$ cat src/rtl/xor32_pkg.sv
// rtl/xor32_pkg.sv - shared types, default seeds and xorshift128 step functions
package xor32_pkg;

   typedef logic [127:0] xor32_state_t;

   typedef enum logic {
      ST_SEED,
      ST_RUN
   } xor32_gen_state_t;

   localparam logic [31:0] XOR32_SEED0 = 32'd123456789;
   localparam logic [31:0] XOR32_SEED1 = 32'd362436069;
   localparam logic [31:0] XOR32_SEED2 = 32'd521288629;
   localparam logic [31:0] XOR32_SEED3 = 32'd88675123;

   localparam int XOR32_SHL_T = 11;
   localparam int XOR32_SHR_W = 19;
   localparam int XOR32_SHR_T = 8;

   // State packs {w,z,y,x} with x in the low word; one step shifts the words down
   function automatic xor32_state_t xor32_step(input xor32_state_t s);
      logic [31:0] x;
      logic [31:0] y;
      logic [31:0] z;
      logic [31:0] w;
      logic [31:0] t;
      logic [31:0] nw;
      x  = s[31:0];
      y  = s[63:32];
      z  = s[95:64];
      w  = s[127:96];
      t  = x ^ (x << XOR32_SHL_T);
      nw = w ^ (w >> XOR32_SHR_W) ^ t ^ (t >> XOR32_SHR_T);
      return {nw, w, z, y};
   endfunction

   function automatic xor32_state_t xor32_step4(input xor32_state_t s);
      xor32_state_t r;
      r = s;
      for (int i = 0; i < 4; i++) begin
         r = xor32_step(r);
      end
      return r;
   endfunction

endpackage

$ cat src/rtl/xor32_stream_generator_if.sv
// rtl/xor32_stream_generator_if.sv - random stream, reseed and status bundle
interface xor32_stream_generator_if #(
   parameter int SIZE = 8
);
   logic                 iReseed;
   logic [127:0]         iSeed;
   logic                 oValid;
   logic                 iReady;
   logic [SIZE*32-1:0]   oRandom;
   logic                 oSeeding;

   modport master (
      input  iReseed,
      input  iSeed,
      output oValid,
      input  iReady,
      output oRandom,
      output oSeeding
   );

   modport slave (
      output iReseed,
      output iSeed,
      input  oValid,
      output iReady,
      input  oRandom,
      input  oSeeding
   );
endinterface

$ cat src/rtl/xor32_lane.sv
// rtl/xor32_lane.sv - one 128-bit xorshift128 lane with load and step enables
module xor32_lane
   import xor32_pkg::*;
(
   input  logic          clk,
   input  logic          load,
   input  xor32_state_t  value,
   input  logic          step,
   output logic [31:0]   w
);

   xor32_state_t st;

   // No reset: the seeding sequence overwrites every lane before it is observed
   always_ff @(posedge clk) begin
      if (load) begin
         st <= value;
      end else if (step) begin
         st <= xor32_step(st);
      end
   end

   assign w = st[127:96];

endmodule

$ cat src/rtl/xor32_stream_generator.sv
// rtl/xor32_stream_generator.sv - multi-lane xorshift128 valid/ready random source
module xor32_stream_generator
   import xor32_pkg::*;
#(
   parameter int          SIZE  = 8,
   parameter logic [31:0] SEED0 = XOR32_SEED0,
   parameter logic [31:0] SEED1 = XOR32_SEED1,
   parameter logic [31:0] SEED2 = XOR32_SEED2,
   parameter logic [31:0] SEED3 = XOR32_SEED3
) (
   input  logic                       iClock,
   input  logic                       iReset,
   xor32_stream_generator_if.master   bus
);

   localparam int                 CNT_W        = (SIZE > 1) ? $clog2(SIZE) : 1;
   localparam logic [CNT_W-1:0]   LAST_CNT     = CNT_W'(SIZE - 1);
   localparam xor32_state_t       DEFAULT_SEED = {SEED3, SEED2, SEED1, SEED0};

   xor32_gen_state_t  state_q;
   xor32_gen_state_t  state_d;
   xor32_state_t      c_q;
   xor32_state_t      c_d;
   logic [CNT_W-1:0]  cnt_q;
   logic [CNT_W-1:0]  cnt_d;
   logic              valid_q;
   logic              valid_d;

   logic              seed_load;
   logic              lane_step;
   logic [31:0]       lane_w [SIZE];

   // A reseed in the same cycle as a handshake consumes the word but never steps
   assign seed_load = (state_q == ST_SEED) && !iReset && !bus.iReseed;
   assign lane_step = (state_q == ST_RUN) && valid_q && bus.iReady
                      && !iReset && !bus.iReseed;

   always_ff @(posedge iClock) begin
      if (iReset) begin
         state_q <= ST_SEED;
         c_q     <= DEFAULT_SEED;
         cnt_q   <= '0;
         valid_q <= 1'b0;
      end else begin
         state_q <= state_d;
         c_q     <= c_d;
         cnt_q   <= cnt_d;
         valid_q <= valid_d;
      end
   end

   always_comb begin
      state_d = state_q;
      c_d     = c_q;
      cnt_d   = cnt_q;
      valid_d = valid_q;
      if (bus.iReseed) begin
         state_d = ST_SEED;
         cnt_d   = '0;
         valid_d = 1'b0;
         c_d     = (bus.iSeed == '0) ? DEFAULT_SEED : bus.iSeed;
      end else begin
         case (state_q)
            ST_SEED: begin
               c_d   = xor32_step4(c_q);
               cnt_d = cnt_q + CNT_W'(1);
               if (cnt_q == LAST_CNT) begin
                  state_d = ST_RUN;
                  valid_d = 1'b1;
               end
            end
            ST_RUN: begin
               state_d = ST_RUN;
            end
            default: begin
               state_d = ST_SEED;
               cnt_d   = '0;
               valid_d = 1'b0;
            end
         endcase
      end
   end

   for (genvar k = 0; k < SIZE; k++) begin : g_lane
      xor32_lane u_lane (
         .clk   (iClock),
         .load  (seed_load && (cnt_q == CNT_W'(k))),
         .value (c_q),
         .step  (lane_step),
         .w     (lane_w[k])
      );
      assign bus.oRandom[k*32 +: 32] = lane_w[k];
   end

   assign bus.oValid   = valid_q;
   assign bus.oSeeding = (state_q == ST_SEED);

endmodule

$ cat src/flat_wrapper.sv
// flat-port wrapper written by rule: the top's interface ports become plain ports
module xor32_stream_generator_flat import xor32_pkg::*;
#(
   parameter int          SIZE  = 8,
   parameter logic [31:0] SEED0 = XOR32_SEED0,
   parameter logic [31:0] SEED1 = XOR32_SEED1,
   parameter logic [31:0] SEED2 = XOR32_SEED2,
   parameter logic [31:0] SEED3 = XOR32_SEED3
)
  (iClock, iReset, bus_iReseed, bus_iSeed, bus_oValid, bus_iReady, bus_oRandom, bus_oSeeding);
  xor32_stream_generator_if #(.SIZE(SIZE)) bus_i ();
  input  logic iClock;
  input  logic iReset;
  input wire logic [$bits(bus_i.iReseed)-1:0] bus_iReseed;
  input wire logic [$bits(bus_i.iSeed)-1:0] bus_iSeed;
  output wire logic [$bits(bus_i.oValid)-1:0] bus_oValid;
  input wire logic [$bits(bus_i.iReady)-1:0] bus_iReady;
  output wire logic [$bits(bus_i.oRandom)-1:0] bus_oRandom;
  output wire logic [$bits(bus_i.oSeeding)-1:0] bus_oSeeding;
  assign bus_i.iReseed = bus_iReseed;
  assign bus_i.iSeed = bus_iSeed;
  assign bus_oValid = bus_i.oValid;
  assign bus_i.iReady = bus_iReady;
  assign bus_oRandom = bus_i.oRandom;
  assign bus_oSeeding = bus_i.oSeeding;
  xor32_stream_generator #(.SIZE(SIZE), .SEED0(SEED0), .SEED1(SEED1), .SEED2(SEED2), .SEED3(SEED3)) u_core (.iClock(iClock), .iReset(iReset), .bus(bus_i));
endmodule
$ cat config.mk
export PLATFORM = sky130hd
export DESIGN_NAME = xor32_stream_generator_flat
export DESIGN_NICKNAME = d
export VERILOG_FILES = /design/src/rtl/xor32_pkg.sv /design/src/rtl/xor32_stream_generator_if.sv /design/src/rtl/xor32_lane.sv /design/src/rtl/xor32_stream_generator.sv /design/src/flat_wrapper.sv
export SDC_FILE = /design/constraint.sdc
export NUM_CORES = 2
export LEC_CHECK = 0
export CELL_PAD_IN_SITES_DETAIL_PLACEMENT = 1
export CELL_PAD_IN_SITES_GLOBAL_PLACEMENT = 1
export CORE_AREA = 2 2 373 375
export CTS_CLUSTER_DIAMETER = 50
export DETAILED_ROUTE_END_ITERATION = 8
export DIE_AREA = 0 0 375 377
export PLACE_DENSITY_LB_ADDON = 0.05
export SLEW_MARGIN = 20
export SYNTH_ARGS = -nofsm -noshare
export SYNTH_HDL_FRONTEND = slang
export SYNTH_SLANG_ARGS = --single-unit
export TNS_END_PERCENT = 30
$ cat constraint.sdc
create_clock -name iClock -period 14.06 [get_ports iClock]
set_clock_uncertainty 0.05 [all_clocks]
set_input_delay 2.109 -clock iClock [delete_from_list [all_inputs] [get_ports iClock]]
set_output_delay 2.109 -clock iClock [all_outputs]
set_load 0.01 [all_outputs]
==> results.toml <==
[floorplanning]
placement_rows = 136
die_area_um2 = 141400
core_area_um2 = 137000
floorplan.die.height_um = 377
chipWidth_um = 375
ioPinCount = 390
initial_utilization = 0.4480

[detailed_routing]
detail_route_antenna_nets = 0
detail_route.drc_violations = 0
drt-total-wl_um = 272200
post_drt_via_cell_ratio = 5.956
detailroute.via_count = 46970
drtPass1Iterations = 6
detail_route.iter0.violations = 7376
routedWlPerCell_um = 34.51

[synth]
yosys_most_used_dff = "sky130_fd_sc_hd__edfxtp_1"
postSynthNetCount = 6072
post-synth-top-area-fraction = 0.5011
post_synth_main_area_contributors = "sky130_fd_sc_hd__edfxtp_1 50%, sky130_fd_sc_hd__nand2_1 12%, sky130_fd_sc_hd__xnor2_1 11%"
synthesis.area_per_instance_um2 = 10.34
yosysTopAreaCell = "sky130_fd_sc_hd__edfxtp_1"
yosysSeqAreaShare = 0.5445
synth_warnings = 0
syn-instance-count = 5934
netlist_cell_types = 45
post_synth_instance_area_um2 = 61370
synthArstFlopShare = 0
ff_latch_count_synth = 1157
synth_edf_count = 1024

[critical_path]
critPathRequiredTime_ps = 14430
start_kind = "primary input"
crit-reg2reg-launch = "u_core.state_q"
critPathKind = "primary input to register"
worst_ep_arrival_time_ps = 6670
critPathMaxFanout = 73
r2r_slack_ps = 9560
ff2ff_path_depth = 5
timing.rr.end = "u_core.g_lane[7].u_lane.st[15]"
type_of_element_capturing_the_critical_path = "register"

[place]
gp_routability_congestion = 0.9374
postPlaceCellArea_um2 = 65210
hpwl_um = 168700
numPortBuffers = 389
placed_cells = 7580
place_ws_ps = 7003

[final_layout]
fin_area_um2 = 70370
fin_nets = 6082
area_growth_syn_to_layout_pct = 14.67
final_core_utilization = 0.5137
filler_cell_count = 14650
mostFrequentLayoutCells = "1,985 x sky130_fd_sc_hd__nand2_1, 1,024 x sky130_fd_sc_hd__edfxtp_1, 747 x sky130_fd_sc_hd__xnor2_1"
final_common_cell = "sky130_fd_sc_hd__nand2_1"
fin_cells = 7886
drive_above_1_share = 0.1073

[sta]
finalCritPeriodShare = 0.4482
setup-tns-final_ps = 0
rsz0062_at_grt = "no"
report.final.slew_viol_count = 0
post-route-min-period_ps = 6302
worst_slack_ps = 7758
worst_pin_slew_ps = 1193
hold_ws_ps = 449.9
fmax_mhz = 158.7
hold_violations = 0
slew-limit-headroom = 0.2045
timing.final.setup_violations = 0

[clock_tree]
cts_buffer_depth = 3
cts_num_sinks = 1157
worstSkewPairLatency_ps = 800
htree_num_levels = 4
post_cts.resized_instances = 0
cts_tree = "built"
clk_pin_slew_ps = 50
holdBufCountCts = 0
post_cts.repair.setup_buffers = 0
cts-buffers-inserted = 156
cts-root-buf = "sky130_fd_sc_hd__clkbuf_16"

[pwr]
power.density_nw_per_um2 = 216.9
vdd_ir_drop_max_mv = 0.1778
leakage_nw = 26.03
report.power.total_mw = 15.26

[worst_hold_path]
min_from = "u_core.g_lane[4].u_lane.st[72]"
holdPathEnd = "u_core.g_lane[4].u_lane.st[40]"
worstHoldPathType = "register to register"
min_delay_path_depth = 2

[outcome]
status = "finished clean"

[grt]
grt_pass1_vias = 44430
grt.overflow.total = 0
grt_start_max_net_pins = 89
global_route.usage.total = 0.3781
antenna_found_initial = 37
global_route_wire_length_before_repair_um = 362800

[flow_run]
cap_viol_max_count = 0
-- per-layer routing --
layer	global-route usage	vias to the layer above	part of all wire
met5	0.009605	-	0.00088
met3	0.08574	568	0.11
met4	0.2005	10	0.055
li1	-	19490	-
met2	0.5642	2815	0.44
met1	0.5121	24090	0.39
-- critical path, cell delays in order --
cell                      delay [ps]
sky130_fd_sc_hd__buf_2           100
sky130_fd_sc_hd__buf_4           410
sky130_fd_sc_hd__inv_2           320
sky130_fd_sc_hd__nand2_1          90
sky130_fd_sc_hd__buf_4           240
sky130_fd_sc_hd__nor2_1          620
sky130_fd_sc_hd__nand3_4         750
sky130_fd_sc_hd__nand2_4        1050
sky130_fd_sc_hd__buf_4           840
-- kinds of logic (layout without fill, tap and decap cells) --
kind of cell	after synthesis	after routing	synth area share
other cells	0	18	0
flops	1157	1157	0.5445
mux	202	202	0.03698
fa+ha+maj	6	6	0.001223
compound gates	475	475	0.04306
buf+inv	671	811	0.05709
simple gates	2326	2326	0.1465
xor+xnor	1097	1097	0.1707
-- where the power goes --
part	leakage, nW	internal [mW]	total, mW	switching (mW)
clock	2.50	2.39	4.03	1.64
combinational	13.2	2.69	6.36	3.67
sequential	10.4	3.93	4.87	0.938
-- worst max-delay path by stage --
stage | start | endpoint | slack (ps) | cells after the start
after global placement | iReset | u_core.g_lane[5].u_lane.st[113] | 7060 | 9
after floorplan | bus_iReseed | u_core.g_lane[7].u_lane.st[0] | 6820 | 7
after global routing | iReset | u_core.g_lane[5].u_lane.st[118] | 7510 | 9
after detailed placement | iReset | u_core.g_lane[5].u_lane.st[14] | 7000 | 9
final | iReset | u_core.g_lane[5].u_lane.st[67] | 7760 | 9
after CTS | iReset | u_core.g_lane[5].u_lane.st[67] | 7860 | 9
-- state kept, by name, indices dropped and copies added, names as in the netlist --
signal and cells:
u_core.c_q 128, u_core.cnt_q 3, u_core.state_q 1, u_core.bus.oValid 1, u_core.g_lane.u_lane.st 1024
-- final cells by class --
class,instances,area (um^2),share of cell area
clock buffer,189,4207,0.05978
clock inverter,99,912.1,0.01296
timing repair buffer,516,4840,0.06877
sequential,1157,33490,0.4758
inverter,7,28.78,0.0004089
tap,1794,2245,0.03190
multi-input combinational,4106,24610,0.3497
antenna,18,45.04,0.0006401
-- cells in the mapped netlist, types with 5 or more instances --
| cell type | n |
|---|---|
| sky130_fd_sc_hd__a211oi_1 | 9 |
| sky130_fd_sc_hd__a21oi_1 | 145 |
| sky130_fd_sc_hd__a311oi_1 | 26 |
| sky130_fd_sc_hd__and3_1 | 5 |
| sky130_fd_sc_hd__buf_1 | 24 |
| sky130_fd_sc_hd__buf_2 | 10 |
| sky130_fd_sc_hd__buf_4 | 257 |
| sky130_fd_sc_hd__clkbuf_1 | 372 |
| sky130_fd_sc_hd__dfxtp_1 | 133 |
| sky130_fd_sc_hd__edfxtp_1 | 1024 |
| sky130_fd_sc_hd__ha_1 | 6 |
| sky130_fd_sc_hd__inv_1 | 6 |
| sky130_fd_sc_hd__mux2_2 | 198 |
| sky130_fd_sc_hd__nand2_1 | 1994 |
| sky130_fd_sc_hd__nand3_1 | 6 |
| sky130_fd_sc_hd__nand4_1 | 9 |
| sky130_fd_sc_hd__nor2_1 | 215 |
| sky130_fd_sc_hd__nor3_1 | 22 |
| sky130_fd_sc_hd__nor4_1 | 32 |
| sky130_fd_sc_hd__o211a_1 | 5 |
| sky130_fd_sc_hd__o211ai_1 | 12 |
| sky130_fd_sc_hd__o21ai_0 | 230 |
| sky130_fd_sc_hd__o22ai_1 | 35 |
| sky130_fd_sc_hd__or3_1 | 35 |
| sky130_fd_sc_hd__xnor2_1 | 747 |
| sky130_fd_sc_hd__xnor3_1 | 47 |
| sky130_fd_sc_hd__xor2_1 | 286 |
| sky130_fd_sc_hd__xor3_1 | 11 |
(Power assumes the default switching activity.)
